File: src/rtl/countdown_pkg.sv
// Shared types and defaults for the countdown timer block.
// Optional pause support is selected by the COUNTDOWN_PAUSE_EN macro (see countdown_timer).
package countdown_pkg;

    typedef enum logic [1:0] {
        ST_IDLE    = 2'd0,
        ST_RUN     = 2'd1,
        ST_EXPIRED = 2'd2
    } state_t;

    localparam int DEFAULT_WIDTH          = 6;
    localparam int DEFAULT_TICKS_PER_UNIT = 4;

    // Divider counter width; at least one bit so TICKS_PER_UNIT=1 still elaborates.
    function automatic int div_width(input int n);
        return (n <= 2) ? 1 : $clog2(n);
    endfunction

endpackage

File: src/rtl/countdown_timer_tick_divider.sv
// Timebase divider: counts qualified ticks and flags the tick that completes one unit.
module tick_divider
    import countdown_pkg::*;
#(
    parameter int TICKS_PER_UNIT = DEFAULT_TICKS_PER_UNIT
) (
    input  logic clk_i,
    input  logic reset_i,
    input  logic clear,
    input  logic enable,
    input  logic tick,
    output logic unit
);

    localparam int            CW   = div_width(TICKS_PER_UNIT);
    localparam logic [CW-1:0] LAST = CW'(TICKS_PER_UNIT - 1);

    logic [CW-1:0] cnt;

    // Combinational so the parent can decrement on the same edge that samples the tick.
    assign unit = enable & tick & (cnt == LAST);

    always_ff @(posedge clk_i) begin
        if (!reset_i) begin
            cnt <= '0;
        end else if (clear) begin
            cnt <= '0;
        end else if (enable && tick) begin
            cnt <= (cnt == LAST) ? '0 : cnt + CW'(1);
        end
    end

endmodule

File: src/rtl/countdown_timer.sv
// Countdown timer: loads a value, decrements once per TICKS_PER_UNIT ticks, flags expiry.
// Define COUNTDOWN_PAUSE_EN to compile in pause_i support; otherwise pause_i is ignored.
module countdown_timer
    import countdown_pkg::*;
#(
    parameter int TICKS_PER_UNIT = DEFAULT_TICKS_PER_UNIT,
    parameter int WIDTH          = DEFAULT_WIDTH
) (
    input  logic             clk_i,
    input  logic             reset_i,
    input  logic             tick_i,
    input  logic             start_i,
    input  logic             stop_i,
    input  logic             pause_i,
    input  logic [WIDTH-1:0] load_val_i,
    output logic [WIDTH-1:0] q_o,
    output logic             running_o,
    output logic             expired_o,
    output logic             done_o,
    output logic [1:0]       state_o
);

    state_t           state, state_n;
    logic [WIDTH-1:0] q_n;
    logic             running_n, expired_n, done_n;
    logic             pause_eff;
    logic             div_clear, div_enable, unit;

`ifdef COUNTDOWN_PAUSE_EN
    assign pause_eff = pause_i;
`else
    assign pause_eff = 1'b0 & pause_i;
`endif

    // All outputs are registered and meaningful every cycle; there is no handshake.
    assign div_clear  = start_i | (state == ST_RUN && stop_i);
    assign div_enable = (state == ST_RUN) & ~start_i & ~stop_i & ~pause_eff;

    tick_divider #(
        .TICKS_PER_UNIT(TICKS_PER_UNIT)
    ) u_div (
        .clk_i  (clk_i),
        .reset_i(reset_i),
        .clear  (div_clear),
        .enable (div_enable),
        .tick   (tick_i),
        .unit   (unit)
    );

    always_comb begin
        state_n = state;
        q_n     = q_o;
        done_n  = 1'b0;
        if (start_i) begin
            q_n = load_val_i;
            if (load_val_i == '0) begin
                state_n = ST_EXPIRED;
                done_n  = 1'b1;
            end else begin
                state_n = ST_RUN;
            end
        end else begin
            case (state)
                ST_RUN: begin
                    if (stop_i) begin
                        state_n = ST_IDLE;
                    end else if (unit && q_o != '0) begin
                        q_n = q_o - WIDTH'(1);
                        if (q_o == WIDTH'(1)) begin
                            state_n = ST_EXPIRED;
                            done_n  = 1'b1;
                        end
                    end
                end
                default: ;
            endcase
        end
        running_n = (state_n == ST_RUN) & ~(pause_eff & ~start_i);
        expired_n = (state_n == ST_EXPIRED);
    end

    always_ff @(posedge clk_i) begin
        if (!reset_i) begin
            state     <= ST_IDLE;
            q_o       <= '0;
            running_o <= 1'b0;
            expired_o <= 1'b0;
            done_o    <= 1'b0;
        end else begin
            state     <= state_n;
            q_o       <= q_n;
            running_o <= running_n;
            expired_o <= expired_n;
            done_o    <= done_n;
        end
    end

    assign state_o = state;

endmodule

File: config.mk
export PLATFORM = sky130hd
export DESIGN_NAME = countdown_timer
export DESIGN_NICKNAME = d
export VERILOG_FILES = /design/src/rtl/countdown_pkg.sv /design/src/rtl/countdown_timer_tick_divider.sv /design/src/rtl/countdown_timer.sv
export SDC_FILE = /design/constraint.sdc
export NUM_CORES = 1
export LEC_CHECK = 0
export ABC_AREA = 1
export BUFFER_PORTS_ARGS = -buffer_cell sky130_fd_sc_hd__buf_2
export CAP_MARGIN = 0
export CORE_UTILIZATION = 45
export CTS_CLUSTER_SIZE = 28
export DETAILED_ROUTE_END_ITERATION = 10
export PLACE_DENSITY = 0.71
export SETUP_SLACK_MARGIN = 0.5
export SLEW_MARGIN = 5
export SYNTH_ARGS = -nofsm -noshare
export SYNTH_HDL_FRONTEND = slang
export SYNTH_SLANG_ARGS = --single-unit
File: constraint.sdc
create_clock -name clk_i -period 3.4 [get_ports clk_i]
set_clock_uncertainty 0.05 [all_clocks]
set_input_delay 0.17 -clock clk_i [delete_from_list [all_inputs] [get_ports clk_i]]
set_output_delay 0.17 -clock clk_i [all_outputs]
set_load 0.05 [all_outputs]
======== Yosys cells after proc, flatten, opt, wreduce, memory -nomap -nowiden ========
Index checks and enable logic that the tools add are counted.
W data, S select, Z words.
operators by class
  bitwise gates (word level) .............. 8
  $add $sub $neg .......................... 2
  equal/unequal tests ..................... 6
  multiplexer cells ....................... 17
  reductions and logical operators ........ 9
operator list
  operator               count
  $mux W6                4
  $mux W2                7
  $eq A6 B1 Y1 const B   1
  $logic_not A6 Y1       1
  $mux W1                6
  $reduce_bool A6 Y1     1
  $sub A6 B1 Y6 const B  1
  $and A1 B1 Y1          4
  $eq A2 B1 Y1 const B   2
  $eq A2 B2 Y1 const B   2
  $reduce_bool A2 Y1     2
  $logic_and A1 B1 Y1    3
  $not A1 Y1             3
  $reduce_and A3 Y1      1
  $add A2 B1 Y2 const B  1
  $ne A2 B2 Y1 const B   1
  $reduce_or A2 Y1       1
  $or A1 B1 Y1           1
storage, ports and cells
  output and inout bits ................... 11
  word-level logic and storage cells ...... 48
  register bits after elaboration ......... 13

======== Depth between registers and ports, before layout ========
Gate-level depths: netlist of the first run.
  word-level depth ........................ 11
  depth in mapped cells ................... 10
  gate-level depth less buffers ........... 9

======== Cells and area by module ========
A second synthesis of the first run with hierarchy kept.
second synthesis, totals
  cells, all modules ...................... 125
  area, all modules ....................... 830.8 um2
by module, submodules not included
  module           times used  sequential area each (um2)  cells an instance  area each (um2)
  countdown_timer  1           220.2                       106                703.2
  tick_divider     1           40.0                        19                 127.6

======== Worst setup path before layout of the first run ========
No wires, ideal clock.
  kind .................................... flip-flop to flip-flop
  start point ............................. register q_o[0]
  end point ............................... register q_o[5]
  buffers on the path ..................... 0
  stages on the path, launching flop included .. 10
  data arrival time ....................... 1.602 ns
  period minus slack after synthesis ...... 1.708 ns
  path slack .............................. 1.692 ns
  cell sequence ........................... dfxtp_1 > inv_1 > ha_1 > nand3_2 > nand2_1 > nor2_4 > nand2_1 > nand3_1 > nand2_1 > inv_1
between the ends
  cells in the longest elaborated chain, start to end .. 5
ends and longest elaborated chain
  what                    line                   RTL
  start, declared         countdown_timer.sv:16  output logic [WIDTH-1:0] q_o,
  start signal, assigned  countdown_timer.sv:91  q_o <= q_n;
  $sub A6 B1 Y6           countdown_timer.sv:68  q_n = q_o - WIDTH'(1);
  $mux W6                 countdown_timer.sv:67  end else if (unit && q_o != '0) begin
  $mux W6                 countdown_timer.sv:65  if (stop_i) begin
  $mux W6                 countdown_timer.sv:63  case (state)
  $mux W6                 countdown_timer.sv:54  if (start_i) begin
Parallel ways exist; a longest one is shown, timed or not. The select of a mux whose other input is x is not followed.
A chain may end at the register's enable or synchronous reset.

======== Worst setup path in the final report of the first run ========
  start point ............................. register q_o[0]
  end point ............................... register q_o[3]
The elaborated chain is that of the path after synthesis.

==> flow_summary.json, run 1 <==
{
  "status": "completed",
  "start_kind": "flop",
  "grt_usage_pct": 20.30,
  "synth_seq_area_share_pct": 32.55,
  "worstPathRequired_ns": 3.58,
  "grt_setup_unrepaired": "no",
  "setup_viol": 0,
  "synthCells": 110,
  "worst_slack_ns": 1.958,
  "cts_tree": "yes",
  "crit_fanout": 7,
  "drive_gt1_share_pct": 29.85,
  "yosys_warnings": 0,
  "cp_common_cell": "nand2_2",
  "ys_ff_latch": 13,
  "htree_num_levels": 1,
  "fin_cells": 150,
  "place_inst": 146,
  "die_area_sq_um": 1949,
  "final_cell_area_sq_um": 939.7,
  "area_growth_pct": 17.53,
  "grt_max_degree": 9,
  "worstPathArrival_ns": 1.62,
  "antenna_found_initial": 0,
  "via_per_inst": 4.947,
  "vias": 742,
  "critical-path-slowest-cell": "dfxtp_1",
  "io_pins": 23,
  "place_area_sq_um": 913.4,
  "clk_pin_slew_ns": 0.09,
  "min_period_over_period_pct": 42.40,
  "place_ws_ns": 1.958,
  "crit_chain": "inv_1 -> ha_1 -> nand3_2 -> nand2_2 -> nand2_2 -> inv_2 -> nand2_1 -> a21oi_2",
  "maxCapViolCount": 0,
  "synthArstFlopShare_pct": 0,
  "ys.flop_type": "dfxtp_1",
  "drt_iter0_markers": 13,
  "clkLatencyLatePin_ns": 0.28,
  "post_cts_resized": 0,
  "core_sq_um": 1577,
  "cts_buffers": 3,
  "period_needed_ns": 1.442,
  "tightest_slew_ns": 0.3368,
  "overflow": 0,
  "cts-root-buf": "clkbuf_4",
  "drtAntennaViolNets": 0,
  "port-buffer-count": 21,
  "relSlewSlack_pct": 77.38,
  "drc": 0,
  "dr.pass1.iters": 5,
  "whs_ns": 0.08057,
  "fin_tns_setup_ns": 0,
  "n_antenna_cell": 0,
  "fmax_mhz": 693.7,
  "first_global_vias": 677,
  "power.density_nw_per_um2": 377.7,
  "die_w_um": 44.15,
  "syn_nets": 126,
  "r2r_slack_ns": 1.96,
  "rows": 14,
  "cts_sinks": 13,
  "end_kind": "flop",
  "clockBufferDepth": 2,
  "die_y_um": 44.15,
  "synth_edf_count": 0,
  "grt_pass1_wl_um": 2877,
  "vdd_ir_drop_max_v": 0.0002159,
  "crit_type": "reg -> reg",
  "ys_types": 25,
  "min_path_type": "in -> reg",
  "gp_congestion": 0.7790,
  "avgSynthCellArea_sq_um": 7.268,
  "timing.final.max_slew_violations": 0,
  "p_leak_nw": 0.4837,
  "critical_path.max_stage_delay_ns": 0.33,
  "hold_viol": 0,
  "postCtsSetupBuffers": 0,
  "hold_buffers": 0,
  "hpwl_um": 1295,
  "nNetsFinal": 151,
  "syn_area_sq_um": 799.5,
  "routed_wl_um": 1672,
  "wl_per_cell_um": 11.15,
  "start_util_pct": 50.71
}
-- report_power, final --
part | switching, mW | internal, mW
clock | 0.0545 | 0.0455
sequential | 0.00673 | 0.159
combinational | 0.0599 | 0.0295
-- worst paths after layout --
| kind | endpoint | from | depth (start not counted) |
|---|---|---|---|
| setup / recovery | q_o[3] | q_o[0] | 8 |
| hold reg to reg | u_div.cnt[1] | u_div.cnt[1] | 2 |
| setup reg to reg | q_o[3] | q_o[0] | 8 |
| hold / removal | q_o[5] | reset_i | 3 |
-- synthesized netlist by cell type, types with 2 or more instances --
cell type	instances	area, sq um
nor2_2	2	12.51
nand2_2	2	12.51
nand2_1	27	101.4
inv_1	13	48.80
nand3_2	3	30.03
nor2_1	10	37.54
dfxtp_1	13	260.3
ha_1	4	50.05
a21oi_2	3	26.28
o21ai_1	2	10.01
nand3_1	7	35.03
xnor2_1	3	26.28
a21oi_1	8	40.04
inv_2	2	7.510
-- metrics by stage --
stage | utilization [%] | total power [mW]
6_report | 59.60 | 0.3549
5_1_grt | 59.60 | 0.3765
4_1_cts | 59.60 | 0.3591
3_5_place_dp | 57.94 | 0.2584
3_3_place_gp | 57.94 | 0.2570
2_1_floorplan | - | 0.2377
-- worst max-delay path: cells and delay by family (launching register included) --
family                     cells  cell delay (ns)
and+or+nand+nor                4             0.40
DFF                            1             0.33
adders and majority gates      1             0.20
buffers and inverters          2             0.29
AOI/OAI and AO/OA              1             0.12
-- final cells by class --
type | count | area [sq um]
clock buffer | 4 | 26.28
multi-input combinational | 80 | 460.4
tap | 16 | 20.02
timing repair buffer | 21 | 105.1
inverter | 16 | 67.56
sequential | 13 | 260.3
fill | 157 | 636.9
-- cell families (layout without fill, tap and decap cells) --
| logic type | count (synthesis) | in the layout | synth area share (%) |
|---|---|---|---|
| fa+ha+maj | 4 | 4 | 6.260 |
| simple gates | 57 | 57 | 35.84 |
| flops | 13 | 13 | 32.55 |
| xor+xnor | 3 | 3 | 3.287 |
| compound gates | 16 | 16 | 12.21 |
| buf+inv | 17 | 41 | 9.860 |
-- state kept, by name (all words and copies together) (netlist names) --
register   flops
running_o      1
q_o            6
expired_o      1
u_div.cnt      2
done_o         1
state_o        2
-- metal layers --
layer | routed length (um) | GRT usage (%)
met1 | 830 | 25.19
met2 | 712 | 30.59
met3 | 70 | 5.714
met4 | 59 | 13.33
met5 | 0 | 0
-- placed cells by master, fill, tap and decap left out, types with 3 or more instances in the layout --
cell	n
a21oi_1	8
a21oi_2	3
buf_2	21
clkbuf_4	3
dfxtp_1	13
ha_1	4
inv_1	13
nand2_1	27
nand3_1	7
nand3_2	3
nor2_1	10
xnor2_1	3
No activity file was read; power rests on OpenSTA's default activity.
==> run 2: changes to the inputs <==
==> constraint.sdc (replaced) <==
create_clock -name clk_i -period 1.4 [get_ports clk_i]
set_clock_uncertainty 0.05 [all_clocks]
set_input_delay 0.07 -clock clk_i [delete_from_list [all_inputs] [get_ports clk_i]]
set_output_delay 0.07 -clock clk_i [all_outputs]
set_load 0.05 [all_outputs]
==> run 2 against run 1 <==
Global-route usage increased by 1.5 points. Count of clock-buffer cells in the layout is the same. Critical path depth stayed put. Sequential share of layout area fell by 3.7 points. Largest power group unchanged. Non-clock buffer count is 6 higher.
==> flow_summary.json, run 2 (synthesis results as in run 1) <==
{
  "hold_viol": 0,
  "worstHoldPathCells": 3,
  "worstPathArrival_ns": 1.41,
  "fin_tns_setup_ns": 0,
  "timing.final.max_slew_violations": 0,
  "via_per_inst": 5.276,
  "power.density_nw_per_um2": 751.5,
  "setup_viol": 0,
  "rr_worst_depth": 8,
  "p_int_mw": 0.6101,
  "crit_chain": "ha_4 -> inv_2 -> nor3_4 -> nand2_2 -> nand2_4 -> inv_4 -> nand2_1 -> a21oi_2",
  "crit_fanout": 5,
  "clkLatencyLatePin_ns": 0.27,
  "top_register": "q_o",
  "largest_register_ffs": 6,
  "final_util_pct": 78.49,
  "period_needed_ns": 1.299,
  "whs_endpoint": "state_o[1]",
  "routed_wl_um": 1889,
  "die_w_um": 44.15,
  "clockBufferDepth": 2,
  "htree_num_levels": 1,
  "drtAntennaViolNets": 0,
  "nNetsFinal": 157,
  "start_util_pct": 50.71,
  "seqCellArea_sq_um": 296.5,
  "hpwl_um": 1320,
  "min_period_over_period_pct": 92.81,
  "overflow": 0,
  "gp_congestion": 0.7922,
  "rows": 14,
  "drive_gt1_share_pct": 52.14,
  "n_antenna_cell": 0,
  "critical-path-slowest-cell": "dfxtp_2",
  "min_from": "reset_i",
  "crit_type": "reg -> reg",
  "drt_iter0_markers": 21,
  "end_kind": "flop",
  "clkPwrFrac_pct": 25.5,
  "die_area_sq_um": 1949,
  "grt_max_degree": 9,
  "vdd_ir_drop_max_v": 0.0005861,
  "r2r_slack_ns": 0.10,
  "core_sq_um": 1577,
  "switching_share_pct": 34.40,
  "cts_tree": "yes",
  "grt_setup_unrepaired": "yes",
  "reg2reg_from": "u_div.cnt[0]",
  "drc": 0,
  "whs_ns": 0.003582,
  "die_y_um": 44.15,
  "critical_path.max_stage_delay_ns": 0.36,
  "dr.pass1.iters": 4,
  "final_common_cell": "nand2_1",
  "multi_input_area_sq_um": 561.8,
  "clk_pin_slew_ns": 0.08,
  "worstPathRequired_ns": 1.51,
  "cts_buffers": 3,
  "cts_sinks": 13,
  "fin_cells": 156,
  "n_fill_cell": 106,
  "final_cell_mix": "nand2_1, buf_2, inv_1",
  "antenna_found_initial": 0,
  "tightest_slew_ns": 0.2700,
  "relSlewSlack_pct": 81.98,
  "sequentialPowerShare_pct": 44.0,
  "place_inst": 146,
  "p_leak_nw": 0.5543,
  "min_path_type": "in -> reg",
  "wl_per_cell_um": 12.11,
  "area_growth_pct": 54.77,
  "r2r-end": "q_o[3]",
  "switchingPower_mw": 0.3199,
  "maxCapViolCount": 0,
  "port-buffer-count": 21,
  "status": "completed",
  "fmax_mhz": 769.6,
  "grt_pass1_wl_um": 3139,
  "io_pins": 23,
  "first_global_vias": 737,
  "p_comb_share_pct": 30.5,
  "cts-root-buf": "clkbuf_4",
  "finalPower_mw": 0.9299,
  "grt_usage_pct": 21.81,
  "vias": 823,
  "start_kind": "flop"
}
-- run 2: layout make-up --
type | count | share of cell area, %
flip-flops and latches | 13 | 23.96
clock buffers | 4 | 2.123
inverters | 16 | 6.269
repair buffers | 27 | 20.63
well taps | 16 | 1.618
multi-input cells | 80 | 45.40
-- run 2: what timing repair did --
action,in CTS,in global routing
hold endpoints to repair,1,1
pin swaps,8,5
endpoints found under the setup margin,24,24
buffers inserted,2,3
gates resized for setup,38,8
-- run 2: worst max-delay path by stage --
| stage | start | to | slack, ns | cells after the start |
|---|---|---|---|---|
| final | u_div.cnt[0] | q_o[3] | 0.10 | 8 |
| after global routing | u_div.cnt[0] | q_o[3] | 0.02 | 7 |
| after CTS | u_div.cnt[0] | state_o[0] | 0.11 | 8 |
| after detailed placement | u_div.cnt[1] | q_o[3] | 0.01 | 8 |
| after global placement | u_div.cnt[1] | q_o[3] | 0.05 | 8 |
| after floorplan | q_o[1] | expired_o | 0.13 | 7 |
-- run 2: routing by layer --
metal,wire length (um),vias to the layer above,track usage (%)
met1,878,369,29.40
met3,112,5,4.490
met5,0,-,0
met4,25,0,8.485
met2,872,35,34.12
li1,-,414,-
-- run 2: critical path, delay by kind of cell (launching register included) --
family          cells  cell delay, ns
fa+ha+maj           1            0.14
simple gates        4            0.51
compound gates      1            0.05
buf+inv             2            0.09
flops               1            0.36
-- run 2: power groups by stage --
stage                     Clock [mW]  Combinational, mW  Sequential, mW
after floorplan                    0              0.136           0.466
after global placement             0              0.238           0.412
after detailed placement           0              0.241           0.413
after CTS                      0.243              0.275           0.409
after global routing           0.261              0.306           0.413
final                          0.237              0.283           0.409
-- run 2: metrics by stage --
stage / instance area [sq um] / setup WS [ns]
finish: 1237 / 0.1007
global route: 1237 / 0.02054
CTS: 1179 / 0.1117
detailed placement: 1012 / 0.01246
global placement: 1012 / 0.05454
floorplan: 898.4 / 0.1266
